## config.mk

```make
export PLATFORM = sky130hd
export DESIGN_NAME = ps2_key_rx_flat
export DESIGN_NICKNAME = d
export VERILOG_FILES = /design/src/rtl/ps2_key_rx_if.sv /design/src/rtl/ps2_key_rx.sv /design/src/flat_wrapper.sv
export SDC_FILE = /design/constraint.sdc
export NUM_CORES = 1
export LEC_CHECK = 0
export ABC_AREA = 1
export BUFFER_PORTS_ARGS = -buffer_cell sky130_fd_sc_hd__buf_2
export CAP_MARGIN = 20
export CORE_UTILIZATION = 25
export CTS_BUF_LIST = sky130_fd_sc_hd__clkbuf_8
export CTS_CLUSTER_DIAMETER = 80
export DETAILED_ROUTE_END_ITERATION = 8
export PLACE_DENSITY = 0.42
export SLEW_MARGIN = 20
export SYNTH_ARGS = -nofsm -noshare
export SYNTH_HDL_FRONTEND = slang
export SYNTH_SLANG_ARGS = --single-unit
```

## constraint.sdc

```tcl
create_clock -name i_clk -period 1.61 [get_ports i_clk]
set_input_delay 0.0805 -clock i_clk [delete_from_list [all_inputs] [get_ports i_clk]]
set_output_delay 0.0805 -clock i_clk [all_outputs]
set_load 0.02 [all_outputs]
```

## src/rtl/ps2_key_rx_if.sv

```systemverilog
// Key-event bundle produced by the PS/2 receiver: assembled key, break flag,
// strobes, modifier state and a debug view of the frame FSM state.
interface ps2_key_rx_if;
  logic [15:0] o_key;
  logic        o_brk;
  logic        o_valid;
  logic [15:0] o_shft;
  logic        o_err;
  logic [1:0]  dbg_state;

  modport master (output o_key, o_brk, o_valid, o_shft, o_err, dbg_state);
  modport slave  (input  o_key, o_brk, o_valid, o_shft, o_err, dbg_state);
endinterface

```

## src/rtl/ps2_key_rx.sv

```systemverilog
// PS/2 device-to-host receiver: sync + glitch filter, 11-bit frame FSM, E0/F0 merge.
// Optional PS2_TYPEMATIC_FILT_EN suppresses repeated makes of the last key.
module ps2_key_rx #(
  parameter int CLK_HZ      = 50_000_000,
  parameter int TIMEOUT_US  = 1000,
  parameter int SYNC_STAGES = 2,
  parameter int FILT_LEN    = 4
) (
  input  logic            i_clk,
  input  logic            i_rst_n,
  input  logic            i_ps2_clk,
  input  logic            i_ps2_dat,
  ps2_key_rx_if.master    key_if
);
  localparam int TMO_CYC = CLK_HZ / 1_000_000 * TIMEOUT_US;
  localparam int TW      = $clog2(TMO_CYC + 1);
  localparam int FW      = $clog2(FILT_LEN + 1);

  typedef enum logic [1:0] {ST_IDLE, ST_DATA, ST_PARITY, ST_STOP} state_e;

  logic [SYNC_STAGES-1:0] clk_sync_q, clk_sync_d, dat_sync_q, dat_sync_d;
  logic                   filt_clk_q, filt_clk_d;
  logic [FW-1:0]          filt_cnt_q, filt_cnt_d;
  state_e                 state_q, state_d;
  logic [2:0]             bit_cnt_q, bit_cnt_d;
  logic [7:0]             shreg_q, shreg_d;
  logic                   par_ok_q, par_ok_d;
  logic [TW-1:0]          tmo_cnt_q, tmo_cnt_d;
  logic                   ext_q, ext_d, brk_q, brk_d;
  logic [15:0]            key_q, key_d;
  logic                   brk_out_q, brk_out_d, valid_q, valid_d, err_q, err_d;
  logic [5:0]             mods_q, mods_d;
  logic                   fall, dat_s, tmo_exp, frame_good, frame_bad, emit;
  logic [15:0]            ev_key;

  // Pin synchronisers and clock filter: the filtered level flips only after
  // FILT_LEN consecutive samples disagree with it.
  always_comb begin
    clk_sync_d = {clk_sync_q[SYNC_STAGES-2:0], i_ps2_clk};
    dat_sync_d = {dat_sync_q[SYNC_STAGES-2:0], i_ps2_dat};
    filt_clk_d = filt_clk_q;
    filt_cnt_d = '0;
    if (clk_sync_q[SYNC_STAGES-1] != filt_clk_q) begin
      if (filt_cnt_q == FW'(FILT_LEN - 1)) filt_clk_d = ~filt_clk_q;
      else                                 filt_cnt_d = filt_cnt_q + 1'b1;
    end
  end

  assign fall  = filt_clk_q & ~filt_clk_d;
  assign dat_s = dat_sync_q[SYNC_STAGES-1];

  // A fall in the expiry cycle wins, so expiry requires no fall.
  always_comb begin
    tmo_exp   = (state_q != ST_IDLE) && !fall && (tmo_cnt_q == TW'(TMO_CYC - 1));
    tmo_cnt_d = (fall || state_q == ST_IDLE) ? '0 : tmo_cnt_q + 1'b1;
  end

  always_ff @(posedge i_clk or negedge i_rst_n) begin
    if (!i_rst_n) state_q <= ST_IDLE;
    else          state_q <= state_d;
  end

  always_comb begin
    state_d = state_q;
    case (state_q)
      ST_IDLE:   if (fall && !dat_s)             state_d = ST_DATA;
      ST_DATA:   if (fall && bit_cnt_q == 3'd7)  state_d = ST_PARITY;
      ST_PARITY: if (fall)                       state_d = ST_STOP;
      ST_STOP:   if (fall)                       state_d = ST_IDLE;
      default:                                   state_d = ST_IDLE;
    endcase
    if (tmo_exp) state_d = ST_IDLE;
  end

  // Parity/stop are judged together at the stop bit so a bad frame is
  // consumed completely before returning to IDLE.
  always_comb begin
    frame_good = fall && (state_q == ST_STOP) && dat_s && par_ok_q;
    frame_bad  = fall && (state_q == ST_STOP) && !(dat_s && par_ok_q);
  end

  always_comb begin
    bit_cnt_d = (state_q == ST_IDLE) ? 3'd0 : bit_cnt_q;
    shreg_d   = shreg_q;
    par_ok_d  = par_ok_q;
    if (fall) begin
      case (state_q)
        ST_DATA: begin
          shreg_d   = {dat_s, shreg_q[7:1]};
          bit_cnt_d = bit_cnt_q + 3'd1;
        end
        ST_PARITY: par_ok_d = ^{shreg_q, dat_s};
        default: ;
      endcase
    end
  end

`ifdef PS2_TYPEMATIC_FILT_EN
  logic [15:0] last_make_q, last_make_d;
  logic        last_vld_q, last_vld_d;

  always_ff @(posedge i_clk or negedge i_rst_n) begin
    if (!i_rst_n) begin
      last_make_q <= '0;
      last_vld_q  <= 1'b0;
    end else begin
      last_make_q <= last_make_d;
      last_vld_q  <= last_vld_d;
    end
  end
`endif

  always_comb begin
    ext_d     = ext_q;
    brk_d     = brk_q;
    key_d     = key_q;
    brk_out_d = brk_out_q;
    valid_d   = 1'b0;
    err_d     = 1'b0;
    mods_d    = mods_q;
    emit      = 1'b0;
    ev_key    = {ext_q ? 8'hE0 : 8'h00, shreg_q};
`ifdef PS2_TYPEMATIC_FILT_EN
    last_make_d = last_make_q;
    last_vld_d  = last_vld_q;
`endif
    if (frame_bad || tmo_exp) begin
      err_d = 1'b1;
      ext_d = 1'b0;
      brk_d = 1'b0;
    end else if (frame_good) begin
      if (shreg_q == 8'hE0)      ext_d = 1'b1;
      else if (shreg_q == 8'hF0) brk_d = 1'b1;
      else begin
        ext_d = 1'b0;
        brk_d = 1'b0;
        emit  = 1'b1;
`ifdef PS2_TYPEMATIC_FILT_EN
        if (!brk_q && last_vld_q && ev_key == last_make_q) emit = 1'b0;
        else if (!brk_q) begin
          last_make_d = ev_key;
          last_vld_d  = 1'b1;
        end else if (ev_key == last_make_q) last_vld_d = 1'b0;
`endif
      end
    end
    if (emit) begin
      valid_d   = 1'b1;
      key_d     = ev_key;
      brk_out_d = brk_q;
      case (ev_key)
        16'h0012: mods_d[0] = ~brk_q;
        16'h0059: mods_d[1] = ~brk_q;
        16'h0014: mods_d[2] = ~brk_q;
        16'hE014: mods_d[3] = ~brk_q;
        16'h0011: mods_d[4] = ~brk_q;
        16'hE011: mods_d[5] = ~brk_q;
        default: ;
      endcase
    end
  end

  always_ff @(posedge i_clk or negedge i_rst_n) begin
    if (!i_rst_n) begin
      clk_sync_q <= '1;
      dat_sync_q <= '1;
      filt_clk_q <= 1'b1;
      filt_cnt_q <= '0;
      bit_cnt_q  <= '0;
      shreg_q    <= '0;
      par_ok_q   <= 1'b0;
      tmo_cnt_q  <= '0;
      ext_q      <= 1'b0;
      brk_q      <= 1'b0;
      key_q      <= '0;
      brk_out_q  <= 1'b0;
      valid_q    <= 1'b0;
      err_q      <= 1'b0;
      mods_q     <= '0;
    end else begin
      clk_sync_q <= clk_sync_d;
      dat_sync_q <= dat_sync_d;
      filt_clk_q <= filt_clk_d;
      filt_cnt_q <= filt_cnt_d;
      bit_cnt_q  <= bit_cnt_d;
      shreg_q    <= shreg_d;
      par_ok_q   <= par_ok_d;
      tmo_cnt_q  <= tmo_cnt_d;
      ext_q      <= ext_d;
      brk_q      <= brk_d;
      key_q      <= key_d;
      brk_out_q  <= brk_out_d;
      valid_q    <= valid_d;
      err_q      <= err_d;
      mods_q     <= mods_d;
    end
  end

  assign key_if.o_key     = key_q;
  assign key_if.o_brk     = brk_out_q;
  assign key_if.o_valid   = valid_q;
  assign key_if.o_err     = err_q;
  assign key_if.o_shft    = {10'b0, mods_q};
  assign key_if.dbg_state = state_q;
endmodule

```

## src/flat_wrapper.sv

```systemverilog
// flat-port wrapper written by rule: the top's interface ports become plain ports
module ps2_key_rx_flat 
#(
  parameter int CLK_HZ      = 50_000_000,
  parameter int TIMEOUT_US  = 1000,
  parameter int SYNC_STAGES = 2,
  parameter int FILT_LEN    = 4
)
  (i_clk, i_rst_n, i_ps2_clk, i_ps2_dat, key_if_o_key, key_if_o_brk, key_if_o_valid, key_if_o_shft, key_if_o_err, key_if_dbg_state);
  ps2_key_rx_if key_if_i ();
  input  logic i_clk;
  input  logic i_rst_n;
  input  logic i_ps2_clk;
  input  logic i_ps2_dat;
  output wire logic [$bits(key_if_i.o_key)-1:0] key_if_o_key;
  output wire logic [$bits(key_if_i.o_brk)-1:0] key_if_o_brk;
  output wire logic [$bits(key_if_i.o_valid)-1:0] key_if_o_valid;
  output wire logic [$bits(key_if_i.o_shft)-1:0] key_if_o_shft;
  output wire logic [$bits(key_if_i.o_err)-1:0] key_if_o_err;
  output wire logic [$bits(key_if_i.dbg_state)-1:0] key_if_dbg_state;
  assign key_if_o_key = key_if_i.o_key;
  assign key_if_o_brk = key_if_i.o_brk;
  assign key_if_o_valid = key_if_i.o_valid;
  assign key_if_o_shft = key_if_i.o_shft;
  assign key_if_o_err = key_if_i.o_err;
  assign key_if_dbg_state = key_if_i.dbg_state;
  ps2_key_rx #(.CLK_HZ(CLK_HZ), .TIMEOUT_US(TIMEOUT_US), .SYNC_STAGES(SYNC_STAGES), .FILT_LEN(FILT_LEN)) u_core (.i_clk(i_clk), .i_rst_n(i_rst_n), .i_ps2_clk(i_ps2_clk), .i_ps2_dat(i_ps2_dat), .key_if(key_if_i));
endmodule
```

==> results.ini <==
[synthesis]
yosysWarningCount=0
synthFlopType=dfrtp_1
syn_inst=373
synth_edf_count=0
yosysTopAreaCellShare_pct=42.9
netlist_area_sq_mm=0.00309
yosys-top-cells-area=dfrtp_1, nand2_1, dfstp_2
synth_top_area_cell=dfrtp_1
synthDistinctLibCells=34
synth-seq-cells=58
ys_seq_area_share_pct=47.2
synthArstFlopShare_pct=100
syn_avg_cell_area_sq_um=8.28

[critical_path]
endpoint_kind=flip-flop
crit_fanout=20
reg2reg_depth=7
critPathArrivalTime_ns=1.78
start_kind=flip-flop
rrSetupSlack_ns=0.06
path_class=reg2reg
cp_data_required_time_ns=1.84

[global_routing]
busiest_layer=met2
grt_pass1_vias=2326
gr-usage-all-layers_pct=11.3
use_met1_pct=14.9
met2_usage_pct=16.9
grt_pass1_wl_mm=11.2
grt_start_max_net_pins=59
grt_use_met3_pct=3.32
antenna_found_initial=0
grt-ovfl-total=0

[clock_network]
clock-root-buffer=clkbuf_8
clkSlewWorstSetupHoldPaths_ns=0.07
numCtsBuffers=9
cts_max_level=3
clockBufferDepth=2
cts.sinks=58
cts_tree=yes
clk_latency_ns=0.34

[sta]
timing.fmax_mhz=645
hold_violations=0
final.period_utilization_pct=96.3
fin_setup_tns_ns=0
slew_viol_final=0
setup_viol=0
rsz0062_at_grt=yes
finalClockSkew_ns=0.00962
fin_crit_ns=1.55

[finish]
n_fill_cell=1294
final_cell_mix=nand2_1, dfrtp_1, inv_1, nor2_1, buf_2
nNetsFinal=438
area_delta_synth_final_pct=22.1
finalInstanceArea_sq_mm=0.00377
diodes=0
final_common_cell=nand2_1
drive_gt1_share_pct=26.2

[die]
coreArea_sq_mm=0.0120
rows=40
start_util_pct=25.7
die-area_sq_mm=0.0128
dieWidth_um=113
num_io_pins=41
die_h_um=113

[placed_design]
place_area_sq_mm=0.00343
routabilityCongestion=0.752
numPortBuffers=25
dp_hpwl_mm=4.72

[pwr]
powerDensity_mw_per_mm2=1040
p_leak_nw=1.85
ir_drop_v=0.000302

[hold_path]
hp-class=in2async

[drt]
firstDrtPassIters=4
drc=0
first_iter_violations=73
detail-route-antenna-nets=0
post_drt_wl_per_cell_um=11.5
viasPerCell=4.29
wirelength_mm=6.65
vias=2481

[status]
outcome=finished clean

[job]
cap_viol_max_count=0

## where the power goes
part | switching, W | leakage (nW) | internal, W
Sequential | 0.000110 | 0.782 | 0.00159
Combinational | 0.000604 | 0.956 | 0.000367
Clock | 0.000576 | 0.108 | 0.000687
## sequential cells by signal, indices dropped and copies added (netlist names)
name                     flops
u_core.tmo_cnt_q            16
u_core.dat_sync_q            2
u_core.key_if.o_key          9
u_core.key_if.o_err          1
u_core.key_if.dbg_state      2
u_core.key_if.o_valid        1
u_core.brk_q                 1
u_core.shreg_q               8
u_core.par_ok_q              1
u_core.filt_clk_q            1
u_core.bit_cnt_q             3
u_core.ext_q                 1
u_core.key_if.o_brk          1
u_core.clk_sync_q            2
u_core.filt_cnt_q            3
u_core.mods_q                6
## stage by stage
step                      total power [W]  cells  setup slack [ns]  util, %  hold slack, ns
after floorplan                   0.00233    387            0.0221        -          -0.215
after global placement            0.00262    553            0.0323     28.6           0.115
after detailed placement          0.00263    553            0.0207     28.6           0.120
after CTS                         0.00392    572            0.0304     30.3           0.273
after global routing              0.00423    578           -0.0247     31.4           0.313
final                             0.00394    578            0.0599     31.4           0.275
## cells by family (layout without fill, tap and decap cells)
family | after synthesis | count (layout) | synth area share [%]
flip-flops | 58 | 58 | 47.2
buffers and inverters | 61 | 104 | 10.0
XOR/XNOR | 3 | 3 | 0.851
adder cells (fa/ha/maj) | 8 | 8 | 3.24
other | 1 | 15 | 0.121
AO/OA/AOI/OAI | 46 | 46 | 9.00
AND/OR/NAND/NOR | 196 | 197 | 29.5
## Yosys cell counts, types with 2 or more instances
| cell | n |
|---|---|
| nor2_8 | 2 |
| o21ai_2 | 10 |
| inv_1 | 34 |
| ha_1 | 8 |
| dfrtp_1 | 53 |
| clkbuf_1 | 2 |
| nor2_1 | 32 |
| o21ai_0 | 18 |
| nor3_1 | 13 |
| buf_6 | 2 |
| xor2_1 | 2 |
| nand3_1 | 22 |
| dfstp_2 | 5 |
| nand2_4 | 2 |
| a31oi_1 | 2 |
| nor3b_1 | 2 |
| o21ai_1 | 7 |
| inv_2 | 5 |
| nor2_4 | 2 |
| nand4_1 | 3 |
| nand2_1 | 103 |
| nand2_2 | 10 |
| a21oi_1 | 6 |
| buf_4 | 17 |
| nor4_1 | 2 |
## final cells by class
cell class	instances	area [sq um]	area share, %
flip-flops and latches	58	1460	38.7
well taps	147	184	4.88
repair buffers	48	338	8.96
multi-input cells	269	1450	38.5
inverters	40	158	4.18
clock inverters	7	55.1	1.46
clock buffers	9	124	3.29
## critical path, cell delays in order (launching register included)
cell and delay, ns:
dfstp_2 0.57, nand2_4 0.07, nor2_8 0.18, nand3b_4 0.16
nor2_8 0.22, inv_8 0.11, nand2_2 0.07, o21ai_2 0.05
## final timing paths
check,endpoint,startpoint
max reg2reg,u_core.key_if.o_key[3],u_core.filt_clk_q
min,u_core.key_if.o_key[5],i_rst_n
min reg2reg,u_core.clk_sync_q[1],u_core.clk_sync_q[0]
min in group i_clk,u_core.clk_sync_q[1],u_core.clk_sync_q[0]
max in group asynchronous,u_core.filt_clk_q,i_rst_n
max,u_core.key_if.o_key[3],u_core.filt_clk_q
## per-layer routing
metal / part of all wire [%] / wire length [um]
met3: 3.7 / 245
met1: 50 / 3330
met4: 1.7 / 112
met2: 45 / 2960
met5: 0 / 0
## repair_timing
action,4_1_cts,5_1_grt
pin swaps,0,8
setup buffers,0,5
resized for setup,1,22
cloned,0,1
setup endpoints to repair,1,30
hold buffers,3,0
endpoints found under the hold margin,55,0
Power figures use the tool's default switching activity.
